File: src/rtl/i2c_pkg.sv
// Shared definitions for the I2C master arbiter: master state codes,
// arbiter FSM encoding and a one-hot to index helper.
package i2c_pkg;

  typedef enum logic [2:0] {
    M_IDLE       = 3'd0,
    M_ADDRESSING = 3'd1,
    M_WAITING    = 3'd2,
    M_READING    = 3'd3,
    M_WRITING    = 3'd4,
    M_DONE       = 3'd5
  } m_state_e;

  typedef enum logic [1:0] {
    ST_IDLE    = 2'd0,
    ST_RUN     = 2'd1,
    ST_RECOVER = 2'd2
  } arb_state_e;

  localparam int MAX_REQ = 8;

  function automatic logic [2:0] onehot_to_idx(input logic [MAX_REQ-1:0] oh);
    logic [2:0] idx;
    idx = 3'd0;
    for (int i = 0; i < MAX_REQ; i++) begin
      if (oh[i]) idx = 3'(i);
    end
    return idx;
  endfunction

endpackage

File: src/rtl/rr_arbiter.sv
// Combinational round-robin picker: first asserted request at or after ptr,
// wrapping modulo N_REQ.
module rr_arbiter
  import i2c_pkg::*;
#(
  parameter int N_REQ = 4,
  parameter int PTR_W = $clog2(N_REQ)
) (
  input  logic [N_REQ-1:0] req,
  input  logic [PTR_W-1:0] ptr,
  output logic [N_REQ-1:0] winner,
  output logic             valid
);

  logic             w_found;
  logic [PTR_W-1:0] w_idx;

  // NOTE: every variable gets a default before the loop so no latch is inferred.
  always_comb begin
    winner  = '0;
    w_found = 1'b0;
    w_idx   = '0;
    for (int k = 0; k < N_REQ; k++) begin
      w_idx = PTR_W'((int'(ptr) + k) % N_REQ);
      if (!w_found && req[w_idx]) begin
        winner[w_idx] = 1'b1;
        w_found       = 1'b1;
      end
    end
  end

  assign valid = |req;

endmodule

File: src/rtl/i2c_arbiter.sv
// Round-robin arbiter sharing one I2C master between N_REQ requesters,
// with a RUN watchdog and a post-transaction master reset window.
module i2c_arbiter
  import i2c_pkg::*;
#(
  parameter int N_REQ   = 4,
  parameter int TIMEOUT = 1024,
  parameter int RECOVER = 2
) (
  input  logic               clk,
  input  logic               rst,
  input  logic [N_REQ-1:0]   req,
  input  logic [N_REQ-1:0]   req_rw,
  input  logic [8*N_REQ-1:0] req_wdata,
  output logic [N_REQ-1:0]   gnt,
  output logic [N_REQ-1:0]   done,
  output logic [N_REQ-1:0]   err,
  output logic [7:0]         rdata,
  output logic               busy,
  output logic               m_rst,
  output logic               m_rw,
  output logic [7:0]         m_data_in,
  input  logic [2:0]         m_state,
  input  logic [7:0]         m_data_out
);

  localparam int          PTR_W        = $clog2(N_REQ);
  localparam logic [15:0] TIMER_LAST   = 16'(TIMEOUT - 1);
  localparam logic [15:0] RECOVER_LAST = 16'(RECOVER - 1);

  arb_state_e       r_state, w_state_nxt;
  logic [N_REQ-1:0] r_owner, w_winner;
  logic             w_valid;
  logic [PTR_W-1:0] r_ptr, w_ptr_nxt;
  logic [2:0]       w_win_idx;
  logic [15:0]      r_timer;
  logic             r_m_rw;
  logic [7:0]       r_m_data_in, r_rdata, w_wdata;
  logic             r_done_flag, r_err_flag;
  logic             w_m_done, w_timeout, w_recover_end;

  rr_arbiter #(.N_REQ(N_REQ), .PTR_W(PTR_W)) u_rr (
    .req    (req),
    .ptr    (r_ptr),
    .winner (w_winner),
    .valid  (w_valid)
  );

  assign w_win_idx     = onehot_to_idx(MAX_REQ'(w_winner));
  assign w_ptr_nxt     = PTR_W'((int'(w_win_idx) + 1) % N_REQ);
  assign w_m_done      = (m_state == M_DONE);
  assign w_timeout     = (r_timer == TIMER_LAST);
  assign w_recover_end = (r_timer == RECOVER_LAST);

  always_comb begin
    w_wdata = 8'h00;
    for (int i = 0; i < N_REQ; i++) begin
      if (w_winner[i]) w_wdata = req_wdata[8*i +: 8];
    end
  end

  // NOTE: sequential state uses <= so every register sees pre-edge values.
  always_ff @(posedge clk) begin
    if (!rst) r_state <= ST_IDLE;
    else      r_state <= w_state_nxt;
  end

  always_comb begin
    w_state_nxt = r_state;
    case (r_state)
      ST_IDLE:    if (w_valid) w_state_nxt = ST_RUN;
      ST_RUN:     if (w_m_done || w_timeout) w_state_nxt = ST_RECOVER;
      ST_RECOVER: if (w_recover_end) w_state_nxt = ST_IDLE;
      default:    w_state_nxt = ST_IDLE;
    endcase
  end

  // Grant and master reset are pure state decodes; pulses reuse the owner mask.
  always_comb begin
    busy  = (r_state != ST_IDLE);
    m_rst = (r_state != ST_RUN);
    gnt   = (r_state == ST_RUN) ? r_owner : '0;
    done  = r_done_flag ? r_owner : '0;
    err   = r_err_flag  ? r_owner : '0;
  end

  always_ff @(posedge clk) begin
    if (!rst) begin
      r_owner     <= '0;
      r_ptr       <= '0;
      r_timer     <= 16'd0;
      r_m_rw      <= 1'b1;
      r_m_data_in <= 8'h00;
      r_rdata     <= 8'h00;
      r_done_flag <= 1'b0;
      r_err_flag  <= 1'b0;
    end else begin
      r_done_flag <= 1'b0;
      r_err_flag  <= 1'b0;
      case (r_state)
        ST_IDLE: begin
          r_timer <= 16'd0;
          if (w_valid) begin
            r_owner     <= w_winner;
            r_m_rw      <= |(req_rw & w_winner);
            r_m_data_in <= w_wdata;
            r_ptr       <= w_ptr_nxt;
          end
        end
        ST_RUN: begin
          // DONE takes priority over a coincident timeout.
          if (w_m_done) begin
            r_done_flag <= 1'b1;
            r_timer     <= 16'd0;
            if (r_m_rw) r_rdata <= m_data_out;
          end else if (w_timeout) begin
            r_err_flag <= 1'b1;
            r_timer    <= 16'd0;
          end else begin
            r_timer <= r_timer + 16'd1;
          end
        end
        ST_RECOVER: r_timer <= w_recover_end ? 16'd0 : r_timer + 16'd1;
        default:    r_timer <= 16'd0;
      endcase
    end
  end

  assign rdata     = r_rdata;
  assign m_rw      = r_m_rw;
  assign m_data_in = r_m_data_in;

endmodule

File: config.mk
export PLATFORM = sky130hd
export DESIGN_NAME = i2c_arbiter
export DESIGN_NICKNAME = d
export VERILOG_FILES = /design/src/rtl/i2c_pkg.sv /design/src/rtl/rr_arbiter.sv /design/src/rtl/i2c_arbiter.sv
export SDC_FILE = /design/constraint.sdc
export NUM_CORES = 1
export LEC_CHECK = 0
export CELL_PAD_IN_SITES_DETAIL_PLACEMENT = 0
export CELL_PAD_IN_SITES_GLOBAL_PLACEMENT = 1
export CORE_MARGIN = 8
export CORE_UTILIZATION = 34
export DETAILED_ROUTE_END_ITERATION = 16
export PLACE_DENSITY_LB_ADDON = 0.25
export REMOVE_ABC_BUFFERS = 1
export SLEW_MARGIN = 20
export SYNTH_ARGS = -nofsm -noshare
export SYNTH_HDL_FRONTEND = slang
export SYNTH_HIERARCHICAL = 1
export SYNTH_SLANG_ARGS = --single-unit
File: constraint.sdc
create_clock -name clk -period 3 [get_ports clk]
set_input_delay 0.6 -clock clk [delete_from_list [all_inputs] [get_ports clk]]
set_output_delay 0.6 -clock clk [all_outputs]
set_load 0.03 [all_outputs]
==> impl_metrics.py, run 1 <==
metrics = {
    "routing": {
        "drc": 0,
        "dr.pass1.iters": 4,
        "viasPerCell": 5.04,
        "ant_nets": 0,
        "drt_wl_total_mm": 7.30,
        "drt_iter0_drc": 81,
        "wl_per_cell_um": 15.7,
        "route.vias.total": 2348,
    },
    "global_routing": {
        "grt_max_degree": 28,
        "grt_pass1_wl_mm": 12.1,
        "antenna_found_initial": 0,
        "grt_pass1_vias": 2443,
        "grt_use_total_pct": 14.5,
        "overflow": 0,
    },
    "timing": {
        "fmax_mhz": 358,
        "fin_hold_ws_ps": 484,
        "rsz0062_at_grt": "false",
        "finClkSkew_ps": 10.7,
        "setup_viol": 0,
        "timing.final.hold_violations": 0,
        "setup_ws_ps": 208,
        "worst_slew_margin_rel_pct": 60.2,
        "drv_slew": 0,
        "post-route-period-util_pct": 93.1,
        "fin_crit_ps": 2790,
        "tightest_slew_ps": 596,
    },
    "worst_hold_path": {
        "holdPathEnd": "r_state[1]",
        "min_from": "r_state[1]",
        "holdPathStages": 2,
        "hold_class": "reg -> reg",
    },
    "yosys": {
        "synth_area_um2": 2560,
        "ys_top_cells_by_area": "dfxtp_1, ha_1, a21oi_1, mux2i_1, and2_1",
        "synth_cells": 284,
        "netlist_top_cells_count": "dfxtp_1, nand2_1, a21oi_1, inv_1, nor3_1",
        "yosysTopAreaCell": "dfxtp_1",
        "synth_top_area_share_pct": 33.7,
        "synth-xor-area-share_pct": 4.11,
        "synth-main-ff-cell": "dfxtp_1",
        "synth_adder_area_share_pct": 5.87,
        "yosysMostFrequentCell": "dfxtp_1",
        "synth-simple-area-share_pct": 22.5,
        "yosys_register_bits": 43,
        "avgSynthCellArea_um2": 9.01,
        "synthDistinctLibCells": 44,
        "synth.mux.area_fraction_pct": 7.73,
        "synth_compound_area_share_pct": 19.5,
        "synth-edff-count": 0,
        "synth-async-reset-ratio_pct": 0,
        "ys_seq_area_share_pct": 33.7,
        "synth_top_family_by_area": "simple AND/OR/NAND/NOR gates",
        "yosys_warnings": 6,
    },
    "setup_path": {
        "worstRegToRegCells": 11,
        "worstPathArrival_ps": 3020,
        "crit_required_ps": 3230,
        "endpoint_kind": "flop",
        "reg2reg_from": "r_ptr[1]",
        "cp_max_fo": 8,
        "worstReg2RegEnd": "m_data_in[2]",
        "critPathLaunchType": "primary input",
        "r2r_slack_ps": 260,
        "crit_type": "in -> reg",
    },
    "placed_design": {
        "portBuffers": 83,
        "dp_worst_setup_slack_ps": -96.6,
        "dpl.hpwl_mm": 5.43,
        "gp_congestion": 0.805,
    },
    "pwr": {
        "p_sw_share_pct": 43.0,
        "p_comb_share_pct": 57.5,
        "p_sw_mw": 1.14,
        "clock_power_share_pct": 14.1,
        "total_power_mw": 2.65,
        "seqPwrFrac_pct": 28.4,
        "powerDensity_nw_per_um2": 736,
        "internal_power_mw": 1.51,
        "p_leak_nw": 1.31,
        "ir_worst_vdd_v": 0.000404,
    },
    "finish": {
        "diodes": 0,
        "final_util_pct": 49.7,
        "area_growth_pct": 40.9,
        "drive_gt1_share_pct": 8.72,
        "nets": 431,
    },
    "clocking": {
        "cts_tree": "done",
        "post_cts_resized": 0,
        "htree_levels": 2,
        "root_buffer": "clkbuf_8",
        "clkSinkCount": 43,
        "cts_hold_buffers": 0,
        "postCtsSetupBuffers": 0,
        "worstSkewPairLatency_ps": 300,
        "cts.clk_slew.worst_paths_ps": 80,
        "cts_buffers": 5,
        "cts_max_path_buffers": 2,
    },
    "die": {
        "die_area_um2": 10600,
        "initial_core_util_pct": 35.3,
        "die_w_um": 103,
        "die_h_um": 103,
        "rows": 31,
        "io_pins": 84,
        "core_area_um2": 7250,
    },
    "outcome": {
        "status": "finished clean",
    },
    "flow_run": {
        "drv_cap": 0,
    },
}
state kept, by name (all words and copies together), names as in the netlist:
signal	count
r_owner	4
r_timer	16
r_done_flag	1
r_ptr	2
rdata	8
r_err_flag	1
m_data_in	8
r_state	2
m_rw	1
cell families (layout without fill, tap and decap cells):
logic type               after synthesis  after routing
flip-flops                            43             43
AND/OR/NAND/NOR                       97             97
adder cells (fa/ha/maj)               12             12
AO/OA/AOI/OAI                         68             68
XOR/XNOR                              12             12
multiplexers                          14             14
buffers and inverters                 38            121
through the flow:
step,TNS (ps),area [µm²],cells
final,0,3600,466
after global routing,0,3600,466
after CTS,0,3600,466
after detailed placement,-704,3520,458
after global placement,-110,3520,458
after floorplan,0,2460,266
per-layer routing:
metal  routed length (µm)  part of all wire (%)  GRT usage [%]  vias up
met2                 3350                    46           23.5       52
met3                  554                   7.6           5.87        7
met4                   68                  0.93           3.67        0
met1                 3320                    46           17.4     1113
li1                     -                     -              -     1176
met5                    0                     0              0        -
worst max path at each step:
stage                     cells past startpoint  slack (ps)      endpoint  startpoint
after global placement                       10         -20  m_data_in[0]      req[3]
after detailed placement                     10        -100  m_data_in[2]      req[3]
after CTS                                    10         200  m_data_in[3]      req[3]
final                                        10         210  m_data_in[2]      req[3]
after floorplan                               9         140  m_data_in[0]    r_ptr[0]
after global routing                         11          40  m_data_in[2]    r_ptr[1]
placed cells by master (no fill, tap or decap), types with 3 or more instances in the layout:
cell	synthesis	layout
o211ai_1	4	4
buf_4	0	8
nor2b_1	12	12
and4_1	3	3
clkdlybuf4s50_1	0	83
a221oi_1	8	8
and2_1	14	14
ha_1	12	12
a21oi_1	22	22
nand3_1	8	8
a211o_1	8	8
a21o_2	4	4
nand2_1	23	23
nand4_1	3	3
nor3_1	16	16
inv_1	20	20
xor2_1	10	10
nor2_1	4	4
a21boi_0	4	4
mux2i_1	10	10
o21ai_0	11	11
clkbuf_8	0	5
dfxtp_1	43	43
power groups by stage:
stage / Clock [mW] / Combinational, mW / Sequential (mW)
after floorplan: 0 / 0.831 / 0.851
after global placement: 0 / 1.53 / 0.759
after detailed placement: 0 / 1.54 / 0.759
after CTS: 0.387 / 1.55 / 0.752
after global routing: 0.415 / 1.67 / 0.766
final: 0.374 / 1.53 / 0.752
layout make-up:
type / instances / area [µm²]
fillers: 705 / 3650
multi-input cells: 203 / 1530
repair buffers: 93 / 931
flip-flops and latches: 43 / 861
well taps: 99 / 124
inverters: 20 / 75.1
clock buffers: 6 / 72.6
clock inverters: 2 / 12.5
worst max-delay path, cell delays in order:
cell and delay [ps]:
clkdlybuf4s50_1 460, mux4_2 560, nor4b_4 380, nand2_1 100
o211ai_1 120, nor2b_1 160, buf_4 170, a221oi_1 80
a211o_1 280, a21oi_1 120
(Power assumes the default switching activity.)
==> inputs of run 2 (changes only) <==
- CORE_MARGIN: 8 -> not set
- CORE_UTILIZATION: 34 -> 33
- SYNTH_HIERARCHICAL: 1 -> not set
==> run 2 against run 1 <==
Net effect: largest power group unchanged; clock skew up 3.9 ps; sequential share of layout area down 0.81 points; critical path depth down 1; setup slack worse by 19 ps.
==> impl_metrics.py, run 2 <==
metrics = {
    "yosys": {
        "synth.mux.area_fraction_pct": 6.75,
        "synth-xor-area-share_pct": 5.01,
        "synth-main-ff-cell": "dfxtp_1",
        "synth-async-reset-ratio_pct": 0,
        "synth-simple-area-share_pct": 26.3,
        "yosys_warnings": 0,
        "yosysMostFrequentCell": "dfxtp_1",
        "synth_adder_area_share_pct": 5.11,
        "ys_top_cells_by_area": "dfxtp_1, nor2_1, ha_1, mux2i_1, nand2_1",
        "synth-edff-count": 0,
        "ys_seq_area_share_pct": 35.2,
        "synth_top_family_by_area": "simple AND/OR/NAND/NOR gates",
        "yosys_register_bits": 43,
        "avgSynthCellArea_um2": 8.80,
        "netlist_top_cells_count": "dfxtp_1, nor2_1, nand2_1, nand3_1",
        "synth_compound_area_share_pct": 17.3,
        "synthDistinctLibCells": 55,
        "synth_area_um2": 2450,
        "synth_top_area_share_pct": 35.2,
        "yosysTopAreaCell": "dfxtp_1",
        "synth_cells": 278,
    },
    "setup_path": {
        "cp_max_fo": 8,
        "worstReg2RegEnd": "r_ptr[0]",
        "r2r_slack_ps": 210,
        "crit_type": "in -> reg",
        "worstRegToRegCells": 9,
        "crit_required_ps": 3220,
        "endpoint_kind": "flop",
        "worstPathArrival_ps": 3030,
        "reg2reg_from": "r_ptr[1]",
        "critPathLaunchType": "primary input",
    },
    "die": {
        "die_area_um2": 7760,
        "rows": 31,
        "core_area_um2": 7210,
        "io_pins": 84,
        "die_h_um": 88.1,
        "initial_core_util_pct": 33.9,
        "die_w_um": 88.1,
    },
    "routing": {
        "drt_wl_total_mm": 7.05,
        "ant_nets": 0,
        "drc": 0,
        "viasPerCell": 5.11,
        "route.vias.total": 2505,
        "drt_iter0_drc": 122,
        "wl_per_cell_um": 14.4,
        "dr.pass1.iters": 4,
    },
    "placed_design": {
        "gp_congestion": 0.901,
        "dp_worst_setup_slack_ps": -128,
        "dpl.hpwl_mm": 5.31,
        "portBuffers": 83,
        "dp.cells": 482,
    },
    "global_routing": {
        "grt_use_total_pct": 18.3,
        "use_met2_pct": 32.8,
        "grt_max_degree": 17,
        "met1_usage_pct": 22.3,
        "antenna_found_initial": 0,
        "grt_pass1_wl_mm": 11.2,
        "overflow": 0,
        "met3_usage_pct": 3.96,
        "grt_pass1_vias": 2404,
        "busiest_layer": "met2",
    },
    "worst_hold_path": {
        "holdPathStages": 2,
        "hold_class": "reg -> reg",
        "holdPathEnd": "r_state[1]",
        "min_from": "r_state[1]",
    },
    "finish": {
        "finish.cell_count_without_fillers": 490,
        "top_register": "r_timer",
        "area_growth_pct": 52.4,
        "largest_reg_flops": 16,
        "mostFrequentLayoutCell": "clkdlybuf4s50_1",
        "final_util_pct": 51.7,
        "nets": 453,
        "diodes": 0,
        "drive_gt1_share_pct": 12.5,
        "most-common-layout-cells": "clkdlybuf4s50_1, dfxtp_1, nor2_1",
    },
    "pwr": {
        "ir_worst_vdd_v": 0.000265,
        "p_sw_share_pct": 39.9,
        "internal_power_mw": 1.56,
        "total_power_mw": 2.59,
        "p_comb_share_pct": 55.2,
        "seqPwrFrac_pct": 27.2,
        "p_sw_mw": 1.04,
        "powerDensity_nw_per_um2": 695,
        "clock_power_share_pct": 17.6,
        "p_leak_nw": 1.37,
    },
    "clocking": {
        "cts_tree": "done",
        "worstSkewPairLatency_ps": 300,
        "post_cts_resized": 0,
        "cts_buffers": 5,
        "clkSinkCount": 43,
        "postCtsSetupBuffers": 0,
        "cts_max_path_buffers": 2,
        "htree_levels": 2,
        "cts_hold_buffers": 0,
        "cts.clk_slew.worst_paths_ps": 90,
        "root_buffer": "clkbuf_8",
    },
    "timing": {
        "fin_setup_tns_ps": 0,
        "worst_slew_margin_rel_pct": 66.5,
        "tightest_slew_ps": 503,
        "setup_viol": 0,
        "timing.final.hold_violations": 0,
        "fin_crit_ps": 2810,
        "drv_slew": 0,
        "setup_ws_ps": 189,
        "finClkSkew_ps": 14.6,
        "fmax_mhz": 356,
        "rsz0062_at_grt": "false",
        "post-route-period-util_pct": 93.7,
    },
    "flow_run": {
        "drv_cap": 0,
    },
    "outcome": {
        "status": "finished clean",
    },
}
[run 2: changes by cell type after synthesis, sizes merged, moves of 6 or more]
cell	previous run	this run
a31oi	1	8
nand3	8	15
inv	20	12
nor3	16	5
nand4	4	12
nor2b	12	2
a211o	8	1
nor2	5	38
o21ai	11	5
clkbuf	13	4
a21oi	22	3
o221ai	0	8
[run 2: final cells by class]
type / count / area, µm²
fillers: 715 / 3480
multi-input cells: 213 / 1490
repair buffers: 115 / 1100
flip-flops and latches: 43 / 861
well taps: 99 / 124
clock buffers: 5 / 68.8
inverters: 12 / 45.0
clock inverters: 3 / 43.8
[run 2: cell families after synthesis]
logic type / after synthesis
adders and majority gates: 10
and+or+nand+nor: 126
DFF: 43
AOI/OAI and AO/OA: 51
muxes: 12
buffers and inverters: 22
xor gates and xnor gates: 14
[run 2: per-stage QoR]
step / hold slack (ps) / cell area (µm²)
CTS: 489 / 3720
detailed placement: 476 / 3610
global route: 524 / 3730
floorplan: 449 / 2390
finish: 486 / 3730
global placement: 464 / 3610
[run 2: critical path, cell delays in order]
cell	delay, ps
clkdlybuf4s50_1	530
mux4_1	600
buf_4	170
nand2_1	50
o21ai_0	160
a221o_1	330
buf_4	150
a211o_1	300
a21oi_1	150
[run 2: per-layer routing]
metal	routed length (µm)	vias to the layer above
li1	-	1253
met1	3190	1168
met2	3280	78
met3	521	6
met4	61	0
met5	0	-
[run 2: power groups by stage]
stage | clock network [mW] | registers (mW) | logic (mW)
after floorplan | 0 | 0.777 | 0.727
after global placement | 0 | 0.717 | 1.40
after detailed placement | 0 | 0.718 | 1.41
after CTS | 0.471 | 0.706 | 1.42
after global routing | 0.491 | 0.718 | 1.55
final | 0.456 | 0.705 | 1.43
[run 2: worst max path at each step]
stage / startpoint / end / slack (ps) / cells after the start
finish: req[2] / r_ptr[0] / 190 / 9
global placement: req[1] / m_data_in[3] / -40 / 7
CTS: req[1] / m_data_in[2] / 160 / 7
global route: r_ptr[0] / m_data_in[0] / 20 / 9
detailed placement: req[1] / m_data_in[2] / -130 / 7
floorplan: r_ptr[0] / r_ptr[0] / 310 / 8
==> inputs of run 3 (changes only) <==
--- a/config.mk
+++ b/config.mk
@@ -9,2 +9,3 @@
 export CELL_PAD_IN_SITES_GLOBAL_PLACEMENT = 1
+export CORE_MARGIN = 2
 export CORE_UTILIZATION = 33
==> constraint.sdc (replaced) <==
create_clock -name clk -period 3 [get_ports clk]
set_input_delay 0.75 -clock clk [delete_from_list [all_inputs] [get_ports clk]]
set_output_delay 0.75 -clock clk [all_outputs]
set_load 0.03 [all_outputs]
==> run 3 against run 2 <==
Net effect: critical path depth shrank 1; via count shrank 0.92%; sequential power is essentially flat; clock-buffer cell count grew 1; hold slack lost 1.6 ps; routed wire length shrank 1.6%; sequential share of layout area is essentially flat; combinational power is essentially flat; largest cell class unchanged.
==> impl_metrics.py, run 3 (synthesized netlist as in run 2, its figures left out) <==
metrics = {
    "outcome": {
        "status": "finished clean",
    },
    "clocking": {
        "cts_buffers": 5,
        "clkSinkCount": 43,
        "root_buffer": "clkbuf_8",
        "cts_max_path_buffers": 2,
        "worstSkewPairLatency_ps": 300,
        "cts_tree": "done",
        "cts.clk_slew.worst_paths_ps": 80,
        "htree_levels": 2,
        "postCtsSetupBuffers": 0,
        "cts_hold_buffers": 0,
    },
    "setup_path": {
        "worstPathArrival_ps": 3070,
        "endpoint_kind": "flop",
        "crit_required_ps": 3170,
        "cp_max_fo": 8,
        "critPathLaunchType": "primary input",
        "cpPeakStageDelay_ps": 530,
        "crit_path_top_delay_cell": "clkdlybuf4s50_1",
        "crit_chain": "clkdlybuf4s50_1, nor2b_1, mux4_2, and2_4, a221o_1, buf_4, a221oi_1, a31oi_1",
        "crit_type": "in -> reg",
    },
    "finish": {
        "final_area_um2": 3740,
        "final_util_pct": 51.8,
        "nFillCells": 725,
        "seqCellArea_um2": 861,
        "drive_gt1_share_pct": 12.4,
        "top_register": "r_timer",
        "most-common-layout-cells": "clkdlybuf4s50_1, dfxtp_1, nor2_1",
        "area_growth_pct": 52.7,
        "diodes": 0,
        "nets": 450,
        "largest_reg_flops": 16,
        "mostFrequentLayoutCell": "clkdlybuf4s50_1",
        "finish.cell_count_without_fillers": 487,
        "multi_input_area_um2": 1480,
    },
    "placed_design": {
        "dp_worst_setup_slack_ps": -291,
        "portBuffers": 83,
        "gp_congestion": 0.809,
        "place_area_um2": 3600,
        "dpl.hpwl_mm": 5.33,
        "dp.cells": 479,
    },
    "timing": {
        "fmax_mhz": 345,
        "fin_setup_tns_ps": 0,
        "setup_viol": 0,
        "post-route-period-util_pct": 96.6,
        "fin_crit_ps": 2900,
        "worst_slew_margin_rel_pct": 67.2,
        "rsz0062_at_grt": "false",
        "setup_ws_ps": 101,
        "finClkSkew_ps": 14.6,
        "drv_slew": 0,
        "fin_hold_ws_ps": 484,
        "timing.final.hold_violations": 0,
        "tightest_slew_ps": 488,
    },
    "die": {
        "io_pins": 84,
        "rows": 31,
        "core_area_um2": 7210,
        "die_h_um": 90.1,
        "die_w_um": 90.1,
        "initial_core_util_pct": 33.9,
        "die_area_um2": 8120,
    },
    "pwr": {
        "p_comb_share_pct": 53.4,
        "seqPwrFrac_pct": 26.5,
        "total_power_mw": 2.66,
        "powerDensity_nw_per_um2": 711,
        "p_leak_nw": 1.38,
        "clock_power_share_pct": 20.0,
        "ir_worst_vdd_v": 0.000343,
        "p_sw_share_pct": 38.0,
        "internal_power_mw": 1.65,
        "p_sw_mw": 1.01,
    },
    "global_routing": {
        "grt_max_degree": 17,
        "antenna_found_initial": 0,
        "overflow": 0,
        "grt_pass1_vias": 2396,
        "grt_use_total_pct": 17.2,
        "grt_pass1_wl_mm": 11.7,
    },
    "routing": {
        "dr.pass1.iters": 5,
        "ant_nets": 0,
        "wl_per_cell_um": 14.3,
        "viasPerCell": 5.10,
        "route.vias.total": 2482,
        "drc": 0,
        "drt_iter0_drc": 95,
        "drt_wl_total_mm": 6.94,
    },
    "flow_run": {
        "drv_cap": 0,
    },
    "worst_hold_path": {
        "hold_class": "reg -> reg",
    },
}
-- run 3: cell types whose count changed in the layout (fill, tap and decap cells not counted), sizes merged --
cell and change:
clkbuf +1, buf -3, bufinv +1, dlymetal6s2s +2, clkdlybuf4s50 -2, clkinv -2
-- run 3: power groups by stage --
stage / Clock [mW] / Sequential [mW] / Combinational (mW)
finish: 0.533 / 0.705 / 1.42
global route: 0.573 / 0.718 / 1.56
CTS: 0.545 / 0.705 / 1.42
detailed placement: 0 / 0.718 / 1.41
global placement: 0 / 0.716 / 1.40
floorplan: 0 / 0.777 / 0.727
-- run 3: path summary, 6_finish.rpt --
| kind | startpoint | endpoint | slack [ps] | cells past startpoint |
|---|---|---|---|---|
| worst max register to register | r_ptr[0] | m_data_in[0] | 260 | 9 |
| worst min register to register | r_state[1] | r_state[1] | 480 | 2 |
| worst max-delay path | req[2] | m_data_in[0] | 100 | 8 |
| worst min-delay path | r_state[1] | r_state[1] | 480 | 2 |
-- run 3: critical path: cells and delay by family --
family	cells	cell delay (ps)
buffers and inverters	2	690
muxes	1	500
AOI/OAI and AO/OA	3	750
and+or+nand+nor	2	380
-- run 3: metal layers --
metal  up-vias  track usage (%)  part of all wire (%)
li1       1243                -                     -
met2        82             27.6                    44
met3         9             4.61                   6.1
met4         0             4.87                   1.5
met5         -                0                     0
met1      1148             22.9                    48
-- run 3: cell type report --
cell class | count | area share, %
inverter | 12 | 1.21
sequential | 43 | 23.0
clock buffer | 6 | 1.94
timing repair buffer | 112 | 29.2
multi-input combinational | 213 | 39.7
clock inverter | 2 | 1.61
tap | 99 | 3.31
-- run 3: repair_timing --
item                                   CTS  global route
setup endpoints to repair                0            10
gates resized for setup                  0             5
endpoints found under the hold margin    0             0
